[src/rtl/reset_sequencer_pkg.sv]
// Shared types and helpers for the staged reset release sequencer.
package reset_sequencer_pkg;

    typedef enum logic [2:0] {
        IDLE,
        GAP,
        WAIT,
        UP,
        FAULT
    } seqState_t;

    localparam int MAX_STAGES = 8;

    function automatic int clog2(input int value);
        int width;
        width = 0;
        while ((1 << width) < value) begin
            width++;
        end
        return width;
    endfunction

endpackage

[src/rtl/reset_sequencer_timer.sv]
// Clearable up-counter with terminal-count compare; saturates at the limit.
module reset_sequencer_timer #(
    parameter int WIDTH = 16
) (
    input  logic             iClk100,
    input  logic             iRst_n,
    input  logic             iClear,
    input  logic             iEnable,
    input  logic [WIDTH-1:0] iLimit,
    output logic             oDone
);

    logic [WIDTH-1:0] countReg;

    always_ff @(posedge iClk100 or negedge iRst_n) begin
        if (!iRst_n) begin
            countReg <= '0;
        end else if (iClear) begin
            countReg <= '0;
        end else if (iEnable && !oDone) begin
            countReg <= countReg + WIDTH'(1);
        end
    end

    assign oDone = (countReg == iLimit);

endmodule

[src/rtl/reset_sequencer.sv]
// Releases downstream reset domains one at a time after a settle gap, waits for
// each ready acknowledge and re-holds everything on a timeout or a dropped ready.
module reset_sequencer
    import reset_sequencer_pkg::*;
#(
    parameter int STAGES         = 4,
    parameter int GAP_CYCLES     = 1000,
    parameter int TIMEOUT_CYCLES = 50000
) (
    input  logic              iClk100,
    input  logic              iRst_n,
    input  logic              iPorDone,
    input  logic              iSoftRst,
    input  logic [STAGES-1:0] iStageRdy,
    output logic [STAGES-1:0] oRst_n,
    output logic              oAllUp,
    output logic              oFault,
    output logic [2:0]        oStage
);

    localparam int MAX_CYCLES = (GAP_CYCLES > TIMEOUT_CYCLES) ? GAP_CYCLES : TIMEOUT_CYCLES;
    localparam int CW_RAW     = clog2(MAX_CYCLES);
    localparam int CW         = (CW_RAW < 1) ? 1 : CW_RAW;

    localparam logic [CW-1:0] GAP_LIM  = CW'(GAP_CYCLES - 1);
    localparam logic [CW-1:0] TO_LIM   = CW'(TIMEOUT_CYCLES - 1);
    localparam logic [2:0]    LAST_IDX = 3'(STAGES - 1);

    seqState_t         stateReg, stateNext;
    logic [STAGES-1:0] rstReg, rstNext;
    logic              allUpReg, allUpNext;
    logic              faultReg, faultNext;
    logic [2:0]        stageReg, stageNext;

    logic              ctrClear;
    logic              ctrEnable;
    logic [CW-1:0]     ctrLimit;
    logic              ctrDone;
    logic [STAGES-1:0] stageSel;
    logic              curRdy;

    // One-hot decode of the stage index, used both to release and to pick its ready.
    generate
        for (genvar gi = 0; gi < STAGES; gi++) begin : gStageSel
            assign stageSel[gi] = (stageReg == 3'(gi));
        end
    endgenerate

    assign curRdy    = |(stageSel & iStageRdy);
    assign ctrEnable = (stateReg == GAP) || (stateReg == WAIT);
    assign ctrLimit  = (stateReg == WAIT) ? TO_LIM : GAP_LIM;

    reset_sequencer_timer #(
        .WIDTH (CW)
    ) uTimer (
        .iClk100 (iClk100),
        .iRst_n  (iRst_n),
        .iClear  (ctrClear),
        .iEnable (ctrEnable),
        .iLimit  (ctrLimit),
        .oDone   (ctrDone)
    );

    always_ff @(posedge iClk100 or negedge iRst_n) begin
        if (!iRst_n) begin
            stateReg <= IDLE;
            rstReg   <= '0;
            allUpReg <= 1'b0;
            faultReg <= 1'b0;
            stageReg <= 3'd0;
        end else begin
            stateReg <= stateNext;
            rstReg   <= rstNext;
            allUpReg <= allUpNext;
            faultReg <= faultNext;
            stageReg <= stageNext;
        end
    end

    always_comb begin
        stateNext = stateReg;
        rstNext   = rstReg;
        allUpNext = allUpReg;
        faultNext = faultReg;
        stageNext = stageReg;
        ctrClear  = 1'b1;

        // A latched fault survives POR loss; only soft or hard reset clears it.
        if (iSoftRst || (!iPorDone && stateReg != FAULT)) begin
            stateNext = IDLE;
            rstNext   = '0;
            allUpNext = 1'b0;
            faultNext = 1'b0;
            stageNext = 3'd0;
        end else begin
            case (stateReg)
                IDLE: begin
                    stateNext = GAP;
                end
                GAP: begin
                    if (ctrDone) begin
                        stateNext = WAIT;
                        rstNext   = rstReg | stageSel;
                    end else begin
                        ctrClear = 1'b0;
                    end
                end
                WAIT: begin
                    if (curRdy) begin
                        if (stageReg == LAST_IDX) begin
                            stateNext = UP;
                            allUpNext = 1'b1;
                        end else begin
                            stateNext = GAP;
                            stageNext = stageReg + 3'd1;
                        end
                    end else if (ctrDone) begin
                        stateNext = FAULT;
                        rstNext   = '0;
                        faultNext = 1'b1;
                    end else begin
                        ctrClear = 1'b0;
                    end
                end
                UP: begin
                    if (!(&iStageRdy)) begin
                        stateNext = FAULT;
                        rstNext   = '0;
                        allUpNext = 1'b0;
                        faultNext = 1'b1;
                        // Report the lowest stage whose ready went away.
                        for (int i = STAGES - 1; i >= 0; i--) begin
                            if (!iStageRdy[i]) begin
                                stageNext = 3'(i);
                            end
                        end
                    end
                end
                FAULT: begin
                    stateNext = FAULT;
                end
                default: begin
                    stateNext = IDLE;
                end
            endcase
        end
    end

    assign oRst_n = rstReg;
    assign oAllUp = allUpReg;
    assign oFault = faultReg;
    assign oStage = stageReg;

endmodule

[config.mk]
export PLATFORM = sky130hd
export DESIGN_NAME = reset_sequencer
export DESIGN_NICKNAME = d
export VERILOG_FILES = /design/src/rtl/reset_sequencer_pkg.sv /design/src/rtl/reset_sequencer_timer.sv /design/src/rtl/reset_sequencer.sv
export SDC_FILE = /design/constraint.sdc
export NUM_CORES = 1
export LEC_CHECK = 0
export BUFFER_PORTS_ARGS = -buffer_cell sky130_fd_sc_hd__clkbuf_2
export CORE_ASPECT_RATIO = 1.5
export CORE_MARGIN = 1
export CORE_UTILIZATION = 35
export CTS_BUF_LIST = sky130_fd_sc_hd__clkbuf_8
export DETAILED_ROUTE_END_ITERATION = 8
export PLACE_DENSITY_LB_ADDON = 0.15
export SETUP_SLACK_MARGIN = 0.02
export SYNTH_ARGS = -nofsm -noshare
export SYNTH_HDL_FRONTEND = slang
export SYNTH_SLANG_ARGS = --single-unit
export TNS_END_PERCENT = 20
[constraint.sdc]
create_clock -name iClk100 -period 2.35 [get_ports iClk100]
set_clock_uncertainty 0.2 [all_clocks]
set_input_delay 0.1175 -clock iClk100 [delete_from_list [all_inputs] [get_ports iClk100]]
set_output_delay 0.1175 -clock iClk100 [all_outputs]
set_load 0.02 [all_outputs]
After elaboration in Yosys (flattened, before gate mapping):

Index checks and enable logic that the tools add are counted.

* bits in registers: 28
* output and inout port bits: 9
* input port bits: 8
* word-level logic and storage cells: 85

* bitwise logic cells: 2
* add/subtract/negate cells: 2
* equal/unequal tests: 18
* reductions and logical operators: 18
* muxes and demuxes: 39

Operators by type and width (count)
* 16-bit 2-to-1 mux: 3
* 3-bit 2-to-1 mux: 13
* 4-bit 2-to-1 mux: 5
* 16-bit by 1-bit adder with 16-bit output, second input constant: 1
* 16-bit equality test: 1
* 3-bit case mux with 5 select lines: 1
* 3-bit by 2-bit equality test with 1-bit output, second input constant: 4
* 3-bit by 2-bit inequality test with 1-bit output, second input constant: 4
* 4-bit case mux with 3 select lines: 1
* 4-bit AND reduction: 3
* 1-bit 2-to-1 mux: 11
* 5-bit AND reduction: 2
* 3-bit by 1-bit equality test with 1-bit output, second input constant: 2
* 3-bit logical NOT: 2
* 3-bit by 1-bit inequality test with 1-bit output, second input constant: 2
* 3-bit inequality test, second input constant: 2
* 6-bit inequality test, second input constant: 1
* 1-bit case mux with 2 select lines: 3
* 3-bit case mux with 2 select lines: 1
* 4-bit AND: 1
* 4-bit by 2-bit inequality test with 1-bit output, second input constant: 1
* 4-bit bitwise OR: 1
* 4-bit nonzero test: 1
* 4-bit OR reduction: 1
* other kinds (9): 12

Longest topological paths before layout:

Gate-level depths: netlist of the first run.

* word-level depth: 8
* depth in mapped cells: 8
* depth with buffers taken out: 7

Cells and area by module:

Synthesis of the first run repeated with hierarchy kept, for this count alone.

* cell total of the unflattened synthesis: 219
* area, all modules: 2029.4 sq um

Modules (own cells, without submodules)
* reset_sequencer_timer: times used 1, sequential area each 400.4 sq um, cells an instance 117, area each 1086.0 sq um
* reset_sequencer: times used 1, sequential area each 300.3 sq um, cells an instance 102, area each 943.4 sq um

Worst setup path after synthesis of the first run:

No wires, ideal clock.

* kind: register to register
* start: register stageReg[0] (netlist: oStage[0])
* end: register stateReg[1]
* data required time: 2.030 ns
* period minus slack after synthesis: 2.233 ns
* arrival: 1.914 ns
* cell stages (with the launch flop): 8
* setup time: 0.120 ns
* setup slack: 0.117 ns
* buffers on the path: 0
* path through: dfrtp_1 ha_1 ha_1 a22oi_1 a21oi_1 nor3b_1 o21ai_4 a31o_1

* word-level cells in the longest chain between the ends: 6
* elaborated cells between the ends (all ways): 12
* classes of those cells: eq/ne (4); mux (4); bitwise (1); reduce/logical (3)

Ends and longest elaborated chain
* start, declared: line reset_sequencer.sv:33 `logic [2:0] stageReg, stageNext;`
* start signal, assigned: line reset_sequencer.sv:76 `stageReg <= stageNext;`
* 3-bit by 1-bit equality test with 1-bit output, or another cell as far along: line reset_sequencer.sv:45 `assign stageSel[gi] = (stageReg == 3'(gi));`
* 4-bit AND: line reset_sequencer.sv:49 `assign curRdy = |(stageSel & iStageRdy);`
* 4-bit OR reduction: line reset_sequencer.sv:49
* 3-bit 2-to-1 mux: line reset_sequencer.sv:109 `if (curRdy) begin`
* 3-bit case mux with 5 select lines: line reset_sequencer.sv:96 `case (stateReg)`
* 3-bit 2-to-1 mux: line reset_sequencer.sv:89 `if (iSoftRst || (!iPorDone && stateReg != FAULT)) begin`
* end signal, assigned: line reset_sequencer.sv:72 `stateReg <= stateNext;`
* end, declared: line reset_sequencer.sv:29 `seqState_t stateReg, stateNext;`

Several ways; a longest one is shown, not always the timed one.
A chain may end at the register's enable or synchronous reset.

Final worst setup path of the first run:

* start: register stageReg[1] (netlist: oStage[1])
* end: register stageReg[1] (netlist: oStage[1])

* word-level cells in the longest chain between the ends: 5
* elaborated cells between the ends (all ways): 14
* classes of those cells: add/sub (1); eq/ne (5); mux (4); bitwise (1); reduce/logical (3)

Ends and longest elaborated chain
* 3-bit by 1-bit adder with 3-bit output, or another cell as far along: line reset_sequencer.sv:115 `stageNext = stageReg + 3'd1;`
* 3-bit 2-to-1 mux / 4-bit AND (equally long branches): line reset_sequencer.sv:110, reset_sequencer.sv:49
* 3-bit 2-to-1 mux / 4-bit OR reduction (equally long branches): line reset_sequencer.sv:109, reset_sequencer.sv:49
* 3-bit case mux with 2 select lines / 3-bit by 2-bit inequality test with 1-bit output (equally long branches)
* 3-bit 2-to-1 mux / 5-bit AND reduction (equally long branches)

Several ways; a longest one is shown, not always the timed one. The select of a mux whose other input is x is not followed.

==> parameters.txt, run 1 <==
Parameter                              Value

Setup path
  CP max stage cell ... sky130_fd_sc_hd__dfrtp_1
  CP endpoint kind ... flop
  Largest stage delay on the critical path ... 0.43 ns
  Crit-path max FO ... 6
  Cell depth of the worst setup path ... 7
  Chain of cells forming the critical path ... ha_1, ha_2, a22oi_2, a21o_1, nor3_1, o21ai_2, mux2_1
  Classification of the worst setup path ... reg -> reg
  CP arrival ... 2.13 ns
  Cells on worst reg2reg path ... 7
  Category of the worst setup path launch point ... flop
  Buf/Inv on CP ... 0
  Delay-heaviest family, CP ... compound AO/OA/AOI/OAI gates
  Critical path data required time ... 2.31 ns

Yosys
  Most common flop cell mapped by yosys ... sky130_fd_sc_hd__dfrtp_1
  Leading area contributor after synthesis ... sky130_fd_sc_hd__dfrtp_1
  Portion of synthesized cell area occupied by the leading cell type ... 41.0%
  FF+latch count, synth ... 28
  Dominant cells by area after synthesis ... sky130_fd_sc_hd__dfrtp_1 41%, sky130_fd_sc_hd__xor2_1 5.6%, sky130_fd_sc_hd__nor2_1 5.3%
  Most repeated cell in the gate-level netlist after synthesis ... sky130_fd_sc_hd__dfrtp_1
  Synth top cells by count ... 28 x sky130_fd_sc_hd__dfrtp_1, 24 x sky130_fd_sc_hd__nor2_1, 12 x sky130_fd_sc_hd__inv_1, 11 x sky130_fd_sc_hd__xor2_1
  Cell count after synthesis ... 174
  Proportion of synthesized flip-flops having asynchronous set or reset ... 100%
  Distinct cells, synth ... 53
  EDFF count, synth ... 0
  Total nets after synthesis ... 188
  Seq/Total Area, Yosys ... 41.0%
  Yosys warnings ... 0
  Cell area after synthesis ... 1710 sq um
  Syn avg cell area ... 9.82 sq um

Detailed routing
  DRC violation count after routing ... 0
  Final wirelength ... 3.73 mm
  Remaining antenna violation count ... 0
  Number of vias in the routed layout ... 1356
  Routed via count divided by cell count ... 5.22
  Pre-antenna DRT Iters ... 3
  Detail-routed net length per standard cell ... 14.3 um
  Violation count after the first detailed-routing iteration ... 28

Outcome
  Run status ... complete, no violations

Power and ir drop
  Pleak ... 0.838 nW
  Power density cells ... 469 nW/um^2
  Worst-case vdd ir drop ... 0.196 mV

Clocking
  H-tree levels ... 1
  Clock latency on the worst-skew pair ... 0.27 ns
  Clock tree from TritonCTS ... done
  Clock tree root buffer cell ... sky130_fd_sc_hd__clkbuf_8
  Setup Fix Bufs, Post-CTS ... 0
  CTS Buffer Depth ... 2
  CTS clk-pin slew, worst paths ... 0.08 ns
  Number of CTS-inserted buffers ... 3
  Sinks on Clock Net ... 28

Placed design
  Final GP Congestion ... 0.823
  Detail Placement HPWL ... 2.89 mm
  IO buf count ... 16

Timing
  Crit share post-route ... 92.5%
  Shortest period the worst path allows ... 2.17 ns
  Max transition margin ... 53.4%
  Fmax ... 460 MHz
  Setup-violating endpoint count in the final report ... 0
  Setup TNS ... 0 ns
  RSZ-0062 raised after global routing ... false
  Least-Margin Pin Slew ... 0.699 ns
  Final worst hold slack ... 0.0519 ns
  Max-slew violation count ... 0
  Final number of hold-violating endpoints ... 0

Cells and area
  NumNets Final ... 212
  Proportion of layout cells with a drive suffix above 1 ... 20.4%
  Finished Core Util ... 42.4%
  Count of inserted antenna diode cells ... 0
  Area Overhead vs Synth ... 14.5%

Global routing
  Initial antenna violation count ... 0
  Global route overflow ... 0
  GRT Resource Usage Total ... 16.9%
  Pin count of the biggest net entering global routing ... 29
  First-pass GRT wire length ... 6.58 mm
  Via count of the first global-routing pass ... 1461

Floorplan
  Area of the die ... 5170 sq um
  Ports ... 17
  Placement Rows ... 30
  Total core area ... 4620 sq um
  Die height ... 87.6 um
  Die extent in x ... 59.1 um
  Initial Utilization ... 37.0%

Job
  Number of maximum-capacitance violations ... 0

Worst hold path
  Class of the tightest hold or removal check ... in -> reg
  Hold Path Stages ... 4
==> through the flow <==
| stage | setup slack [ns] | instances | total power [mW] | instance area, sq um |
|---|---|---|---|---|
| finish | 0.177 | 260 | 0.918 | 1960 |
| global route | 0.0391 | 260 | 0.965 | 1960 |
| CTS | 0.0758 | 260 | 0.928 | 1940 |
| detailed placement | 0.0999 | 256 | 0.668 | 1890 |
| global placement | 0.182 | 256 | 0.666 | 1890 |
| floorplan | 0.117 | 174 | 0.611 | 1710 |
==> layer usage <==
| layer | share of wire [%] | up-vias | track usage [%] |
|---|---|---|---|
| met2 | 54 | 22 | 32.4 |
| met4 | 2.7 | 0 | 8.23 |
| met3 | 2.2 | 8 | 1.92 |
| met5 | 0 | - | 0 |
| li1 | - | 669 | - |
| met1 | 41 | 657 | 17.7 |
==> path summary, 6_finish.rpt <==
kind | startpoint | endpoint | slack [ns]
max | oStage[1] | oStage[1] | 0.18
min | iStageRdy[2] | oStage[0] | 0.05
max reg2reg | oStage[1] | oStage[1] | 0.18
min reg2reg | oRst_n[0] | oRst_n[0] | 0.33
max in group asynchronous | iRst_n | oStage[0] | 1.29
min in group asynchronous | iRst_n | uTimer.countReg[10] | 0.22
==> layout make-up <==
| class | count | area, sq um |
|---|---|---|
| clock buffer | 3 | 41.3 |
| multi-input combinational | 130 | 955 |
| tap | 64 | 80.1 |
| timing repair buffer | 23 | 135 |
| inverter | 12 | 45.0 |
| fill | 473 | 2660 |
| sequential | 28 | 701 |
==> cells by family after synthesis <==
| kind of cell | share of synthesized area [%] |
|---|---|
| and+or+nand+nor | 25.3 |
| DFF | 41.0 |
| buffers and inverters | 4.17 |
| muxes | 1.98 |
| AOI/OAI and AO/OA | 15.4 |
| xor gates and xnor gates | 7.69 |
| adders and majority gates | 4.39 |
==> registers in the layout, indices dropped and copies added (netlist names) <==
signal and cells:
oStage 3, oFault 1, uTimer.countReg 16, oAllUp 1
stateReg 3, oRst_n 4
==> what timing repair did <==
item,CTS,global route
endpoints found under the setup margin,0,24
resized for setup,0,5
hold buffers,1,0
endpoints found under the hold margin,28,0
==> worst reg2reg max path: stages (launching register included) <==
cell and delay, ns:
sky130_fd_sc_hd__dfrtp_1 0.43, sky130_fd_sc_hd__ha_1 0.20, sky130_fd_sc_hd__ha_2 0.21, sky130_fd_sc_hd__a22oi_2 0.19, sky130_fd_sc_hd__a21o_1 0.18, sky130_fd_sc_hd__nor3_1 0.06
sky130_fd_sc_hd__o21ai_2 0.24, sky130_fd_sc_hd__mux2_1 0.35
==> placed cells by master, fill, tap and decap left out, types with 2 or more instances in the layout <==
master,Yosys,final
sky130_fd_sc_hd__dfrtp_1,28,28
sky130_fd_sc_hd__nor2_1,24,24
sky130_fd_sc_hd__clkbuf_2,0,16
sky130_fd_sc_hd__inv_1,12,12
sky130_fd_sc_hd__xor2_1,11,11
sky130_fd_sc_hd__nand4_1,9,9
sky130_fd_sc_hd__nand2_1,9,9
sky130_fd_sc_hd__buf_4,1,6
sky130_fd_sc_hd__o21ai_1,5,5
sky130_fd_sc_hd__ha_1,6,5
sky130_fd_sc_hd__a21oi_1,4,4
sky130_fd_sc_hd__o21ai_0,4,4
sky130_fd_sc_hd__xnor2_1,4,4
sky130_fd_sc_hd__nor3b_2,2,3
sky130_fd_sc_hd__nor3_1,3,3
sky130_fd_sc_hd__mux2_1,3,3
sky130_fd_sc_hd__nand4b_1,3,3
sky130_fd_sc_hd__nand3_1,3,3
sky130_fd_sc_hd__clkbuf_8,0,3
sky130_fd_sc_hd__nor2b_1,2,2
sky130_fd_sc_hd__a22oi_2,0,2
sky130_fd_sc_hd__a21boi_1,1,2
sky130_fd_sc_hd__and4bb_2,2,2
sky130_fd_sc_hd__a21o_1,2,2
sky130_fd_sc_hd__and2_1,2,2
sky130_fd_sc_hd__a41oi_1,2,2
==> power by group <==
group	leakage (nW)	switching [mW]	internal, mW
Clock	0.0216	0.141	0.115
Combinational	0.429	0.0901	0.0644
Sequential	0.387	0.0164	0.491
No activity file was read; power rests on OpenSTA's default activity.
==> inputs of run 2 (changes only) <==
PLACE_DENSITY_LB_ADDON = not set   (was 0.15)
==> run 2 against run 1 <==
  * Register-to-register slack improved by 0.03 ns
  * Combinational power barely moved
  * Sequential power barely moved
  * Die area did not move
  * Count of clock-buffer cells in the layout did not move
==> parameters.txt, run 2 (synthesis results as in run 1) <==
Parameter                              Value

Cells and area
  Area Overhead vs Synth ... 14.6%
  Footprint of the multi-input gates ... 950 sq um (-0.52%)
  Fin cells ... 261 (+0.38%)
  Most common library cell in the layout ignoring fill and taps ... sky130_fd_sc_hd__dfrtp_1
  Filler instances ... 464 (-1.9%)
  Register area ... 701 sq um (unchanged)
  Design area ... 1960 sq um (+0.13%)
  Most used cells in the layout excluding fill and tap cells ... 28 x sky130_fd_sc_hd__dfrtp_1, 24 x sky130_fd_sc_hd__nor2_1, 16 x sky130_fd_sc_hd__clkbuf_2
  NumNets Final ... 213 (+0.47%)
  Proportion of layout cells with a drive suffix above 1 ... 20.3% (-0.10 points)
  Register with the highest flop count ... uTimer.countReg
  Number of flip-flops in the largest register ... 16 (unchanged)
  Count of inserted antenna diode cells ... 0 (unchanged)
  Finished Core Util ... 42.4% (+0.054 points)

Clocking
  Number of CTS-inserted buffers ... 3 (unchanged)
  CTS Buffer Depth ... 2 (unchanged)
  Clock latency on the worst-skew pair ... 0.26 ns (about the same)
  H-tree levels ... 1 (unchanged)
  CTS clk-pin slew, worst paths ... 0.09 ns (about the same)
  Clock tree root buffer cell ... sky130_fd_sc_hd__clkbuf_8
  Clock tree from TritonCTS ... done
  Sinks on Clock Net ... 28 (unchanged)

Power and ir drop
  Pleak ... 0.842 nW (+0.48%)
  Power density cells ... 465 nW/um^2 (-0.82%)
  Worst-case vdd ir drop ... 0.196 mV (about the same)

Setup path
  Delay-heaviest family, CP ... compound AO/OA/AOI/OAI gates
  Chain of cells forming the critical path ... buf_4, ha_1, a22oi_1, a21o_1, nor3_1, o21ai_2, mux2_1
  Critical path data required time ... 2.30 ns (about the same)
  Cells on worst reg2reg path ... 7 (unchanged)
  CP arrival ... 2.10 ns (-0.03 ns)
  Classification of the worst setup path ... reg -> reg
  Capture point of the worst reg-to-reg path ... oStage[0]
  Largest stage delay on the critical path ... 0.39 ns (-0.04 ns)
  Launching point of the worst reg2reg path ... oStage[0]
  CP max stage cell ... sky130_fd_sc_hd__dfrtp_1
  Buf/Inv on CP ... 1 (+1)
  CP endpoint kind ... flop
  Category of the worst setup path launch point ... flop
  Crit-path max FO ... 5 (-1)
  Setup slack on the worst flop-to-flop path ... 0.20 ns (+0.03 ns)

Floorplan
  Area of the die ... 5170 sq um (unchanged)
  Total core area ... 4620 sq um (unchanged)
  Die extent in x ... 59.1 um (unchanged)
  Ports ... 17 (unchanged)
  Initial Utilization ... 37.0% (unchanged)
  Die height ... 87.6 um (unchanged)
  Placement Rows ... 30 (unchanged)

Detailed routing
  Remaining antenna violation count ... 0 (unchanged)
  DRC violation count after routing ... 0 (unchanged)
  Violation count after the first detailed-routing iteration ... 55 (+96%)
  Detail-routed net length per standard cell ... 13.4 um (-6.2%)
  Pre-antenna DRT Iters ... 4 (+1)
  Routed via count divided by cell count ... 5.07 (-2.9%)
  Final wirelength ... 3.51 mm (-5.8%)
  Number of vias in the routed layout ... 1322 (-2.5%)

Global routing
  First-pass GRT wire length ... 5.99 mm (-9.0%)
  Global route overflow ... 0 (unchanged)
  Via count of the first global-routing pass ... 1292 (-12%)
  Pin count of the biggest net entering global routing ... 29 (unchanged)
  GRT Resource Usage Total ... 15.0% (-1.9 points)
  Initial antenna violation count ... 0 (unchanged)

Worst hold path
  Launch point of the worst hold path ... iStageRdy[2]
  Worst hold path endpoint ... oStage[0]
  Hold Path Stages ... 4 (unchanged)
  Class of the tightest hold or removal check ... in -> reg

Placed design
  Placed inst area ... 1900 sq um (+0.40%)
  Final GP Congestion ... 0.830 (+0.85%)
  IO buf count ... 16 (unchanged)
  Total placed cells including tap cells ... 257 (+0.39%)
  Detail Placement HPWL ... 2.68 mm (-7.3%)
  Worst Setup Slack post-DPL ... 0.106 ns (+0.00584 ns)

Timing
  RSZ-0062 raised after global routing ... false
  Max-slew violation count ... 0 (unchanged)
  Crit share post-route ... 91.3% (-1.2 points)
  Shortest period the worst path allows ... 2.15 ns (-0.0277 ns)
  Least-Margin Pin Slew ... 0.698 ns (-0.000991 ns)
  Final number of hold-violating endpoints ... 0 (unchanged)
  Max transition margin ... 53.5% (+0.066 points)
  Worst setup margin ... 0.205 ns (+0.0277 ns)
  Setup TNS ... 0 ns (unchanged)
  Setup-violating endpoint count in the final report ... 0 (unchanged)
  Fmax ... 466 MHz (+1.3%)

Outcome
  Run status ... complete, no violations

Job
  Number of maximum-capacitance violations ... 0 (unchanged)
==> run 2: changes by cell type in the layout (fill, tap and decap cells not counted) <==
cell                      previous run  this run
sky130_fd_sc_hd__a22oi_1             0         1
sky130_fd_sc_hd__a22oi_2             2         1
sky130_fd_sc_hd__buf_4               6         7
==> run 2: layout make-up <==
cell class	instances	share of cell area [%]
Inverter	12	2.30
Tap cell	64	4.09
Clock buffer	3	2.11
Sequential cell	28	35.8
Multi-Input combinational cell	130	48.5
Timing Repair Buffer	24	7.28
==> run 2: what timing repair did <==
action,4_1_cts,5_1_grt
setup buffers,0,0
hold endpoints to repair,28,0
gates resized for setup,0,4
hold buffers,1,0
endpoints found under the setup margin,0,24
==> run 2: power breakdown <==
| group | leakage (nW) | switching, mW | total, mW | internal, mW |
|---|---|---|---|---|
| Clock | 0.0216 | 0.135 | 0.250 | 0.115 |
| Sequential | 0.387 | 0.0164 | 0.508 | 0.491 |
| Combinational | 0.433 | 0.0901 | 0.155 | 0.0646 |
| Total | 0.842 | 0.241 | 0.912 | 0.670 |
==> run 2: routing by layer <==
layer	part of all wire, %	GRT usage [%]
met3	1.5	1.77
met5	0	0
met4	0.66	3.90
met1	44	18.5
met2	54	27.3
==> run 2: stage by stage <==
stage	total power [mW]	hold WS (ns)
global route	0.967	0.0429
finish	0.912	0.0328
floorplan	0.611	-0.378
CTS	0.926	0.0356
global placement	0.668	0.00541
detailed placement	0.669	0.00186
==> run 2: worst min-delay path: stages <==
cell and delay, ns:
sky130_fd_sc_hd__clkbuf_2 0.10, sky130_fd_sc_hd__o21ai_0 0.06, sky130_fd_sc_hd__o21ai_0 0.07, sky130_fd_sc_hd__mux2_1 0.12
==> run 2: how the worst max path moves through the flow <==
| stage | startpoint | end | slack [ns] | cells after the start |
|---|---|---|---|---|
| floorplan | oStage[0] | stateReg[1] | 0.12 | 7 |
| global placement | oStage[1] | uTimer.countReg[6] | 0.19 | 8 |
| detailed placement | oStage[1] | uTimer.countReg[13] | 0.11 | 8 |
| CTS | oStage[1] | uTimer.countReg[14] | 0.07 | 8 |
| global route | oStage[0] | uTimer.countReg[4] | 0.03 | 9 |
| finish | oStage[0] | oStage[0] | 0.20 | 7 |
==> inputs of run 3 (changes only) <==
CORE_UTILIZATION = 61   (was 35)
PLACE_DENSITY = 0.82   (was not set)
==> run 3 against run 2 <==
  * Combinational power rose by 5%
  * Non-clock buffer count is 1 higher
  * Worst hold slack improved by 0.0020 ns
  * Fmax decreased by 3.8%
  * Via count is 7.3% higher
  * Critical path type unchanged
  * Sequential power about the same
==> parameters.txt, run 3 (synthesis results as in run 1) <==
Parameter                              Value

Timing
  Final number of hold-violating endpoints ... 0 (unchanged)
  Fmax ... 448 MHz (-3.8%)
  Setup-violating endpoint count in the final report ... 0 (unchanged)
  Max transition margin ... 54.4% (+0.92 points)
  Crit share post-route ... 94.9% (+3.6 points)
  Shortest period the worst path allows ... 2.23 ns (+0.0850 ns)
  Setup TNS ... 0 ns (unchanged)
  Max-slew violation count ... 0 (unchanged)
  Least-Margin Pin Slew ... 0.684 ns (-0.0138 ns)
  Worst setup margin ... 0.120 ns (-0.0850 ns)
  RSZ-0062 raised after global routing ... false

Placed design
  IO buf count ... 16 (unchanged)
  Total placed cells including tap cells ... 229 (-11%)
  Detail Placement HPWL ... 2.85 mm (+6.2%)
  Worst Setup Slack post-DPL ... 0.0494 ns (-0.0563 ns)
  Final GP Congestion ... 0.887 (+6.9%)
  Placed inst area ... 1850 sq um (-2.2%)

Setup path
  Critical path data required time ... 2.31 ns (about the same)
  CP arrival ... 2.19 ns (+0.09 ns)
  Classification of the worst setup path ... reg -> reg
  Category of the worst setup path launch point ... flop
  CP endpoint kind ... flop
  Crit-path max FO ... 6 (+1)

Global routing
  Via count of the first global-routing pass ... 1478 (+14%)
  Global route overflow ... 0 (unchanged)
  Pin count of the biggest net entering global routing ... 29 (unchanged)
  GRT Resource Usage Total ... 28.3% (+13 points)
  Initial antenna violation count ... 0 (unchanged)
  First-pass GRT wire length ... 6.21 mm (+3.7%)
  GR peak layer ... met2
  Global Route met3 Usage ... 2.98% (+1.2 points)
  Met2 GRT Util ... 53.4% (+26 points)
  Global routing met1 resource utilization ... 29.5% (+11 points)

Cells and area
  Proportion of layout cells with a drive suffix above 1 ... 21.6% (+1.3 points)
  Register with the highest flop count ... uTimer.countReg
  Number of flip-flops in the largest register ... 16 (unchanged)
  Fin cells ... 236 (-9.6%)
  Area Overhead vs Synth ... 15.1%
  NumNets Final ... 214 (+0.47%)
  Count of inserted antenna diode cells ... 0 (unchanged)
  Most used cells in the layout excluding fill and tap cells ... 28 x sky130_fd_sc_hd__dfrtp_1, 24 x sky130_fd_sc_hd__nor2_1, 16 x sky130_fd_sc_hd__clkbuf_2
  Design area ... 1970 sq um (+0.38%)
  Most common library cell in the layout ignoring fill and taps ... sky130_fd_sc_hd__dfrtp_1

Detailed routing
  DRC violation count after routing ... 0 (unchanged)
  Pre-antenna DRT Iters ... 4 (unchanged)
  Detail-routed net length per standard cell ... 16.4 um (+22%)
  Number of vias in the routed layout ... 1419 (+7.3%)
  Routed via count divided by cell count ... 6.01 (+19%)
  Remaining antenna violation count ... 0 (unchanged)
  Final wirelength ... 3.87 mm (+10%)
  Violation count after the first detailed-routing iteration ... 56 (+1.8%)

Outcome
  Run status ... complete, no violations

Floorplan
  Placement Rows ... 23 (-23%)
  Initial Utilization ... 63.9% (+27 points)
  Total core area ... 2680 sq um (-42%)
  Die extent in x ... 45.2 um (-23%)
  Ports ... 17 (unchanged)
  Die height ... 66.8 um (-24%)
  Area of the die ... 3020 sq um (-42%)

Clocking
  Number of CTS-inserted buffers ... 3 (unchanged)
  CTS Buffer Depth ... 2 (unchanged)
  Clock tree from TritonCTS ... done
  Clock latency on the worst-skew pair ... 0.27 ns (about the same)
  CTS clk-pin slew, worst paths ... 0.10 ns (about the same)
  Sinks on Clock Net ... 28 (unchanged)
  Clock tree root buffer cell ... sky130_fd_sc_hd__clkbuf_8
  H-tree levels ... 1 (unchanged)

Power and ir drop
  Worst-case vdd ir drop ... 0.372 mV (+89%)
  Pleak ... 0.862 nW (+2.4%)
  Power density cells ... 531 nW/um^2 (+14%)

Job
  Number of maximum-capacitance violations ... 0 (unchanged)

Worst hold path
  Class of the tightest hold or removal check ... in -> reg
-- run 3: changes by cell type in the layout (fill, tap and decap cells not counted), sizes merged --
cell | before | now
bufinv | 0 | 1
buf | 7 | 8
-- run 3: power breakdown --
part           leakage [nW]  switching [mW]  internal, mW
logic                 0.439          0.0946        0.0679
clock network        0.0357           0.146         0.228
registers             0.387          0.0173         0.491
total                 0.862           0.258         0.787
-- run 3: what timing repair did --
action                                  4_1_cts  5_1_grt
setup buffers                                 0        2
resized for setup                             0        5
hold endpoints to repair                     28        0
hold buffers                                  1        0
endpoints found under the setup margin        0       21
-- run 3: metrics by stage --
step	power, mW	utilization (%)	hold WS, ns
after floorplan	0.611	-	-0.378
after global placement	0.658	69.3	-0.0244
after global routing	1.08	73.5	0.0531
final	1.04	73.5	0.0349
after CTS	1.03	72.3	0.0378
after detailed placement	0.665	69.3	-0.0101
-- run 3: cell type report --
cell class,instances,area (sq um)
well taps,37,46.3
clock buffers,3,41.3
inverters,12,45.0
flip-flops and latches,28,701
fillers,198,709
repair buffers,25,150
multi-input cells,130,953
clock inverters,1,30.0
-- run 3: worst max-delay path: stages, from the launching register on --
cell and delay, ns:
sky130_fd_sc_hd__dfrtp_1 0.43, sky130_fd_sc_hd__ha_1 0.21, sky130_fd_sc_hd__ha_2 0.21, sky130_fd_sc_hd__a22oi_2 0.23, sky130_fd_sc_hd__a21o_1 0.20, sky130_fd_sc_hd__nor3_1 0.07, sky130_fd_sc_hd__o21ai_2 0.21, sky130_fd_sc_hd__mux2_1 0.35
-- run 3: worst paths after layout --
path	from	to	slack, ns	depth (start not counted)
min	iStageRdy[2]	oStage[0]	0.03	4
max in group asynchronous	iRst_n	oFault	1.29	2
max	oStage[1]	oStage[1]	0.12	7
min in group asynchronous	iRst_n	uTimer.countReg[8]	0.22	2
min reg2reg	oRst_n[2]	oRst_n[2]	0.33	2
max reg2reg	oStage[1]	oStage[1]	0.12	7
-- run 3: per-layer routing --
layer	wire [um]	vias up	part of all wire (%)
met4	63	0	1.6
met5	0	-	0
met1	1440	701	37
met3	95	6	2.5
met2	2280	33	59
li1	-	679	-
